===== src/rtl/risc_pkg.sv =====
// Shared definitions for the Risc core and its program loader.
package risc_pkg;

   localparam int          DATA_W   = 16;
   localparam logic [15:0] HLT_WORD = 16'hE001;

   // Opcode field is the top nibble of each instruction word.
   localparam logic [3:0] OP_ALU   = 4'h0;
   localparam logic [3:0] OP_LOAD  = 4'h1;
   localparam logic [3:0] OP_STORE = 4'h2;
   localparam logic [3:0] OP_HALT  = 4'hE;

   typedef enum logic [2:0] {
      S_IDLE,
      S_LOAD,
      S_HOLD,
      S_RUN,
      S_HALTED
   } loader_state_e;

endpackage


===== src/rtl/risc_prog_loader.sv =====
// Streams a program into the Risc instruction memory, holds the core in reset
// for a settle window, then releases it and counts cycles until it reports done.
module risc_prog_loader #(
   parameter int          DEPTH    = 256,
   parameter int          RST_HOLD = 9,
   parameter logic [15:0] HLT_WORD = risc_pkg::HLT_WORD
) (
   input  logic                     clk,
   input  logic                     rst,
   input  logic                     start,
   input  logic [15:0]              in_data,
   input  logic                     in_valid,
   output logic                     in_ready,
   output logic                     ext_we,
   output logic [15:0]              ext_data,
   output logic [$clog2(DEPTH)-1:0] ext_addr,
   output logic                     cpu_rst,
   input  logic                     cpu_done,
   output logic                     busy,
   output logic                     err,
   output logic [15:0]              run_cycles
);
   import risc_pkg::*;

   localparam int AW = $clog2(DEPTH);
   localparam int HW = (RST_HOLD > 1) ? $clog2(RST_HOLD) : 1;

   loader_state_e     state_q, state_d;
   logic [AW-1:0]     ptr_q, ptr_d;
   logic [HW-1:0]     hold_q, hold_d;
   logic              ext_we_q, ext_we_d;
   logic [DATA_W-1:0] ext_data_q, ext_data_d;
   logic [AW-1:0]     ext_addr_q, ext_addr_d;
   logic              cpu_rst_q, cpu_rst_d;
   logic              err_q, err_d;
   logic [15:0]       run_q, run_d;
   logic              handshake;

   assign in_ready  = (state_q == S_LOAD);
   assign busy      = (state_q != S_IDLE) && (state_q != S_HALTED);
   assign handshake = in_valid && in_ready;

   // NOTE: every signal gets its hold value first so no branch can leave one
   // unassigned, which would otherwise infer a latch.
   always_comb begin
      state_d    = state_q;
      ptr_d      = ptr_q;
      hold_d     = hold_q;
      ext_we_d   = 1'b0;
      ext_data_d = ext_data_q;
      ext_addr_d = ext_addr_q;
      cpu_rst_d  = cpu_rst_q;
      err_d      = err_q;
      run_d      = run_q;

      case (state_q)
         S_IDLE, S_HALTED: begin
            if (start) begin
               state_d   = S_LOAD;
               ptr_d     = '0;
               err_d     = 1'b0;
               run_d     = '0;
               cpu_rst_d = 1'b0;
            end
         end
         S_LOAD: begin
            if (handshake) begin
               ext_we_d   = 1'b1;
               ext_data_d = in_data;
               ext_addr_d = ptr_q;
               ptr_d      = ptr_q + AW'(1);
               if (in_data == HLT_WORD) begin
                  state_d = S_HOLD;
                  hold_d  = HW'(RST_HOLD - 1);
               end else if (ptr_q == AW'(DEPTH - 1)) begin
                  // Memory full without a halt: the program cannot terminate.
                  err_d   = 1'b1;
                  state_d = S_IDLE;
               end
            end
         end
         S_HOLD: begin
            if (hold_q == '0) begin
               state_d   = S_RUN;
               cpu_rst_d = 1'b1;
            end else begin
               hold_d = hold_q - HW'(1);
            end
         end
         S_RUN: begin
            if (cpu_done) begin
               state_d = S_HALTED;
            end else if (run_q != 16'hFFFF) begin
               run_d = run_q + 16'd1;
            end
         end
         default: state_d = S_IDLE;
      endcase
   end

   // NOTE: non-blocking assignments keep every flop sampling pre-edge values.
   always_ff @(posedge clk or negedge rst) begin
      if (!rst) begin
         state_q    <= S_IDLE;
         ptr_q      <= '0;
         hold_q     <= '0;
         ext_we_q   <= 1'b0;
         ext_data_q <= '0;
         ext_addr_q <= '0;
         cpu_rst_q  <= 1'b0;
         err_q      <= 1'b0;
         run_q      <= '0;
      end else begin
         state_q    <= state_d;
         ptr_q      <= ptr_d;
         hold_q     <= hold_d;
         ext_we_q   <= ext_we_d;
         ext_data_q <= ext_data_d;
         ext_addr_q <= ext_addr_d;
         cpu_rst_q  <= cpu_rst_d;
         err_q      <= err_d;
         run_q      <= run_d;
      end
   end

   assign ext_we     = ext_we_q;
   assign ext_data   = ext_data_q;
   assign ext_addr   = ext_addr_q;
   assign cpu_rst    = cpu_rst_q;
   assign err        = err_q;
   assign run_cycles = run_q;

endmodule


===== config.mk =====
export PLATFORM = sky130hd
export DESIGN_NAME = risc_prog_loader
export DESIGN_NICKNAME = d
export VERILOG_FILES = /design/src/rtl/risc_pkg.sv /design/src/rtl/risc_prog_loader.sv
export SDC_FILE = /design/constraint.sdc
export NUM_CORES = 1
export LEC_CHECK = 0
export CORE_MARGIN = 4
export CORE_UTILIZATION = 45
export DETAILED_ROUTE_END_ITERATION = 8
export GPL_TIMING_DRIVEN = 1
export HOLD_SLACK_MARGIN = 0.1
export PLACE_DENSITY = 0.71
export SYNTH_ARGS = -nofsm -noshare
export SYNTH_HDL_FRONTEND = slang
export SYNTH_SLANG_ARGS = --single-unit

===== constraint.sdc =====
create_clock -name clk -period 2.01 [get_ports clk]
set_input_delay 0.3015 -clock clk [delete_from_list [all_inputs] [get_ports clk]]
set_output_delay 0.3015 -clock clk [all_outputs]
set_load 0.1 [all_outputs]

# Yosys cells after proc, flatten, opt, wreduce, memory -nomap -nowiden
# Cells that the tools add are included.
# op_classes
muxes,27
eq_ne,19
add_sub_neg,3
reduce_logical,17
# ops
operator,n
$mux W16,3
$pmux W16 S2,1
$mux W3,6
$add A16 B1 Y16 const B,1
$eq A16 B16 Y1 const B,1
$mux W8,2
$ne A16 B16 Y1 const B,1
$pmux W8 S2,1
$ne A2 B2 Y1 const B,7
$mux W4,3
$pmux W3 S4,1
$reduce_and A5 Y1,2
$add A8 B1 Y8 const B,1
$eq A8 B8 Y1 const B,1
$pmux W4 S2,1
$reduce_and A4 Y1,2
$reduce_bool A2 Y1,4
$mux W1,7
$eq A3 B2 Y1 const B,2
$ne A2 B1 Y1 const B,3
$reduce_and A3 Y1,2
$logic_not A4 Y1,1
$pmux W1 S2,2
$sub A4 B1 Y4 const B,1
other kinds (9),10
# word_totals
elab_cells,75
out_inout_bits,45
input_bits,21
register_bits,58

# Depth between registers and ports, before layout
# depth
ltp_word,5
depth_mapped,10
ltp_nobuf,7

# Least setup slack after synthesis
# No wires, ideal clock.
# synth_timing
path_type,reg-to-reg
start,"reg run_q[0], in the netlist run_cycles[0]"
end,"reg run_q[13], in the netlist run_cycles[13]"
path_buffers,1
stages_incl_launch_ff,8
synth_period_minus_slack_ns,2.516
setup_slack_ns,-0.506
setup_ns,0.113
arrival_ns,2.404
t_required_ns,1.897
cell_sequence,dfrtp_1 -> ha_1 -> nand3_2 -> nor4_4 -> a31o_2 -> buf_4 -> o21ai_0 -> o41ai_1
# synth_between
elab_chain_len,4
word_cells_on_any_way,7
classes_between,1 x add/sub; 2 x eq/ne; 3 x mux; 1 x reduce/logical
# synth_lines
element,line_no,source
from (decl),risc_prog_loader.sv:36,"logic [15:0] run_q, run_d;"
from (signal assigned),risc_prog_loader.sv:122,run_q <= run_d;
$add A16 B1 Y16,risc_prog_loader.sv:94,run_d = run_q + 16'd1;
$mux W16,risc_prog_loader.sv:93,end else if (run_q != 16'hFFFF) begin
$mux W16,risc_prog_loader.sv:91,if (cpu_done) begin
$pmux W16 S2,risc_prog_loader.sv:56,case (state_q)
# Several ways; a longest one is shown, not always the timed one. The select of a mux whose other input is x is not followed.
# A chain may end at the register's enable or synchronous reset.

# Worst setup path after layout
# layout_timing
start,reg state_q[2]
end,out in_ready
# layout_between
elab_chain_len,1
# layout_lines
element,line_no,source
from (decl),risc_prog_loader.sv:28,"loader_state_e state_q, state_d;"
from (signal assigned),risc_prog_loader.sv:114,state_q <= state_d;
$eq A3 B1 Y1,risc_prog_loader.sv:39,assign in_ready = (state_q == S_LOAD);
to (decl),risc_prog_loader.sv:13,"output logic in_ready,"
# Every way passes these cells.

==> results.py <==
metrics = {
    "worst_hold_path": {
        "holdPathEnd": "ext_addr[0]",
        "hp-class": "flip-flop to flip-flop",
        "holdPathStages": 2,
        "worstHoldStart": "ext_addr[0]",
    },
    "layout": {
        "diodes": 0,
        "drive_gt1_frac": 0.249,
        "syn2layout_area_growth_pct": 32.2,
        "nNetsFinal": 417,
        "seqCellArea_mm2": 0.00149,
        "fillers": 535,
        "multi_input_area_mm2": 0.00126,
    },
    "critical_path": {
        "reg2reg_slack_ns": 0.17,
        "cp.required_ns": 1.71,
        "worst_setup_path_end_kind": "output port",
        "critPathMaxStageDelay_ns": 0.56,
        "rr_worst_depth": 5,
        "r2r-start": "state_q[2]",
        "cp_max_fo": 9,
        "timing.rr.end": "ptr_q[7]",
        "crit_type": "flip-flop to output port",
        "crit_buf_inv": 2,
        "cpMaxStageDelayCell": "or3b_1",
        "cp-start-kind": "flip-flop",
        "cp_cell_sequence": "or3b_1, inv_6, buf_12",
        "cpLargestDelayFamily": "simple AND/OR/NAND/NOR gates",
        "cp_data_arrival_time_ns": 1.59,
    },
    "cts": {
        "clock-sinks": 58,
        "cts_max_level": 3,
        "numCtsBuffers": 9,
        "clock_insertion_delay_worst_skew_ns": 0.34,
        "cts_tree": "yes",
        "clk_path_buf_depth": 2,
        "clk_pin_slew_ns": 0.07,
        "cts-root-buf": "clkbuf_8",
    },
    "timing": {
        "max_freq_ghz": 0.530,
        "skew_ns": 0.00499,
        "max_slew_margin": 0.638,
        "holdWs_ns": 0.474,
        "max_slew.worst_pin.slew_ns": 0.543,
        "finalMaxSlewViolations": 0,
        "layout_setup_ws_ns": 0.122,
        "grt_setup_unrepaired": "false",
        "min_period_ns": 1.89,
        "finalSetupViolCount": 0,
        "fin_crit_sh": 0.939,
        "finalHoldViolations": 0,
    },
    "floorplanning": {
        "num_rows": 28,
        "die_height_um": 87.4,
        "design.core.area_mm2": 0.00603,
        "io_pins": 66,
        "die_x_um": 87.4,
        "initial_core_util": 0.471,
        "dieArea_mm2": 0.00764,
    },
    "power_and_ir_drop": {
        "power.density_mw_per_mm2": 1530,
        "leakagePower_nw": 1.80,
        "ir_drop_v": 0.00152,
    },
    "routing": {
        "wl_met2_mm": 3.14,
        "wl_mm": 6.87,
        "postRouteAntennaNets": 0,
        "highest_layer": "met4",
        "first_pass_iters": 4,
        "wl_met1_mm": 3.19,
        "wl_per_cell_um": 14.6,
        "drc": 0,
        "dr_wl_met3_um": 471,
        "vias": 2547,
        "routed_via_density": 5.40,
        "initialDrtViolationCount": 115,
    },
    "synthesis": {
        "synth_area_mm2": 0.00284,
        "synthTopCellsByArea": "dfrtp_1, nand2_1, o21ai_0",
        "synthesis.nets": 342,
        "ys_ff_latch": 58,
        "synthArstFlopShare": 1.00,
        "synth_cell_types": 47,
        "synth_top_area_cell": "dfrtp_1",
        "synth_top_area_frac": 0.511,
        "syn_avg_cell_area_um2": 8.95,
        "synthCells": 317,
        "synth_flop_cell": "dfrtp_1",
        "seq_area_frac_synth": 0.511,
        "synth-edff-count": 0,
        "yosys_warnings": 0,
    },
    "job": {
        "cap_violations": 0,
    },
    "grt": {
        "grt_first_pass_wirelength_mm": 11.9,
        "grt_usage": 0.199,
        "grt_overflow": 0,
        "grt_pass1_vias": 2480,
        "antenna_found_initial": 0,
        "grt_max_degree": 38,
    },
    "placed_design": {
        "port_buffers": 65,
        "dp_hpwl_mm": 4.95,
        "place_congestion": 0.835,
        "pre_cts_slack_ns": -0.126,
    },
    "run_status": {
        "status": "completed",
    },
}
## metal layers
layer | global-route usage | vias to the layer above
met3 | 0.0634 | 6
met5 | 0 | -
met4 | 0.0586 | 0
li1 | - | 1257
met2 | 0.311 | 65
met1 | 0.266 | 1219
## cell families (layout without fill, tap and decap cells)
kind of cell	after synthesis	after routing	share of synthesized area
AND/OR/NAND/NOR	162	162	0.274
AO/OA/AOI/OAI	69	69	0.146
flip-flops	58	58	0.511
buffers and inverters	22	102	0.0450
adder cells (fa/ha/maj)	4	4	0.0176
XOR/XNOR	2	2	0.00617
## how the worst max path moves through the flow
stage / startpoint / end / cells past startpoint
2_1_floorplan: run_cycles[9] / run_cycles[13] / 7
3_3_place_gp: in_data[9] / state_q[1] / 7
3_5_place_dp: in_data[1] / state_q[1] / 7
4_1_cts: state_q[2] / in_ready / 3
5_1_grt: run_cycles[6] / run_cycles[2] / 5
6_report: state_q[2] / in_ready / 3
## report_power, final
part	switching (W)	internal [W]	leakage, nW
Clock	0.000474	0.000633	0.105
Sequential	0.000182	0.00145	0.740
Combinational	0.00231	0.000697	0.959
## registers in the layout, indices dropped and copies added, names as in the netlist
register    count
cpu_rst         1
err             1
ext_addr        8
ext_data       16
ext_we          1
hold_q          4
ptr_q           8
run_cycles     16
state_q         3
## timing repair
item,CTS,global route
setup endpoints to repair,0,1
gates resized for setup,0,1
hold buffers,1,0
hold endpoints to repair,21,0
buffers inserted,0,0
## cell usage after synthesis (all sizes together) (2+ instances only)
library cell / n
nand2b: 3
nor4: 4
or3b: 2
inv: 7
o31ai: 9
nand3: 12
ha: 4
o21ai: 35
nand4: 7
a31oi: 7
clkbuf: 5
nand2: 95
and3: 5
nor3: 2
nor2: 18
o41ai: 3
buf: 10
and2: 3
nor3b: 2
dfrtp: 58
or2: 2
a21oi: 8
nor4b: 2
## cell type report
| type | instances | share of cell area |
|---|---|---|
| Inverter | 7 | 0.00834 |
| Clock inverter | 5 | 0.0140 |
| Clock buffer | 11 | 0.0404 |
| Timing Repair Buffer | 79 | 0.181 |
| Sequential cell | 58 | 0.396 |
| Tap cell | 75 | 0.0250 |
| Multi-Input combinational cell | 237 | 0.336 |
## metrics by stage
step | std cells | util | setup TNS, ns | total power, W | instance area (µm²)
after global routing | 472 | 0.623 | 0 | 0.00605 | 3750
after floorplan | 317 | - | 0 | 0.00397 | 2870
after detailed placement | 455 | 0.587 | -0.381 | 0.00468 | 3540
after CTS | 472 | 0.623 | 0 | 0.00579 | 3750
final | 472 | 0.623 | 0 | 0.00575 | 3750
after global placement | 455 | 0.587 | -0.244 | 0.00464 | 3540
## layout by cell type (no fill, tap or decap), drive strengths merged, types with 2 or more instances in the layout
| cell type | instances |
|---|---|
| and2 | 3 |
| dfrtp | 58 |
| or2 | 2 |
| and3 | 5 |
| nor2 | 18 |
| o21ai | 35 |
| o31ai | 9 |
| clkbuf | 11 |
| nor3b | 2 |
| or3b | 2 |
| a31oi | 7 |
| buf | 59 |
| nor4 | 4 |
| nand2 | 95 |
| nor3 | 2 |
| nand3 | 12 |
| clkinv | 3 |
| a21oi | 8 |
| o41ai | 3 |
| ha | 4 |
| nand4 | 7 |
| clkdlybuf4s50 | 19 |
| nand2b | 3 |
| inv | 7 |
| nor4b | 2 |
## worst min-delay path: stages (launching register included)
cell and delay, ns:
dfrtp_1 0.34, nand2_1 0.05, nand2_1 0.05
Power figures use the tool's default switching activity.
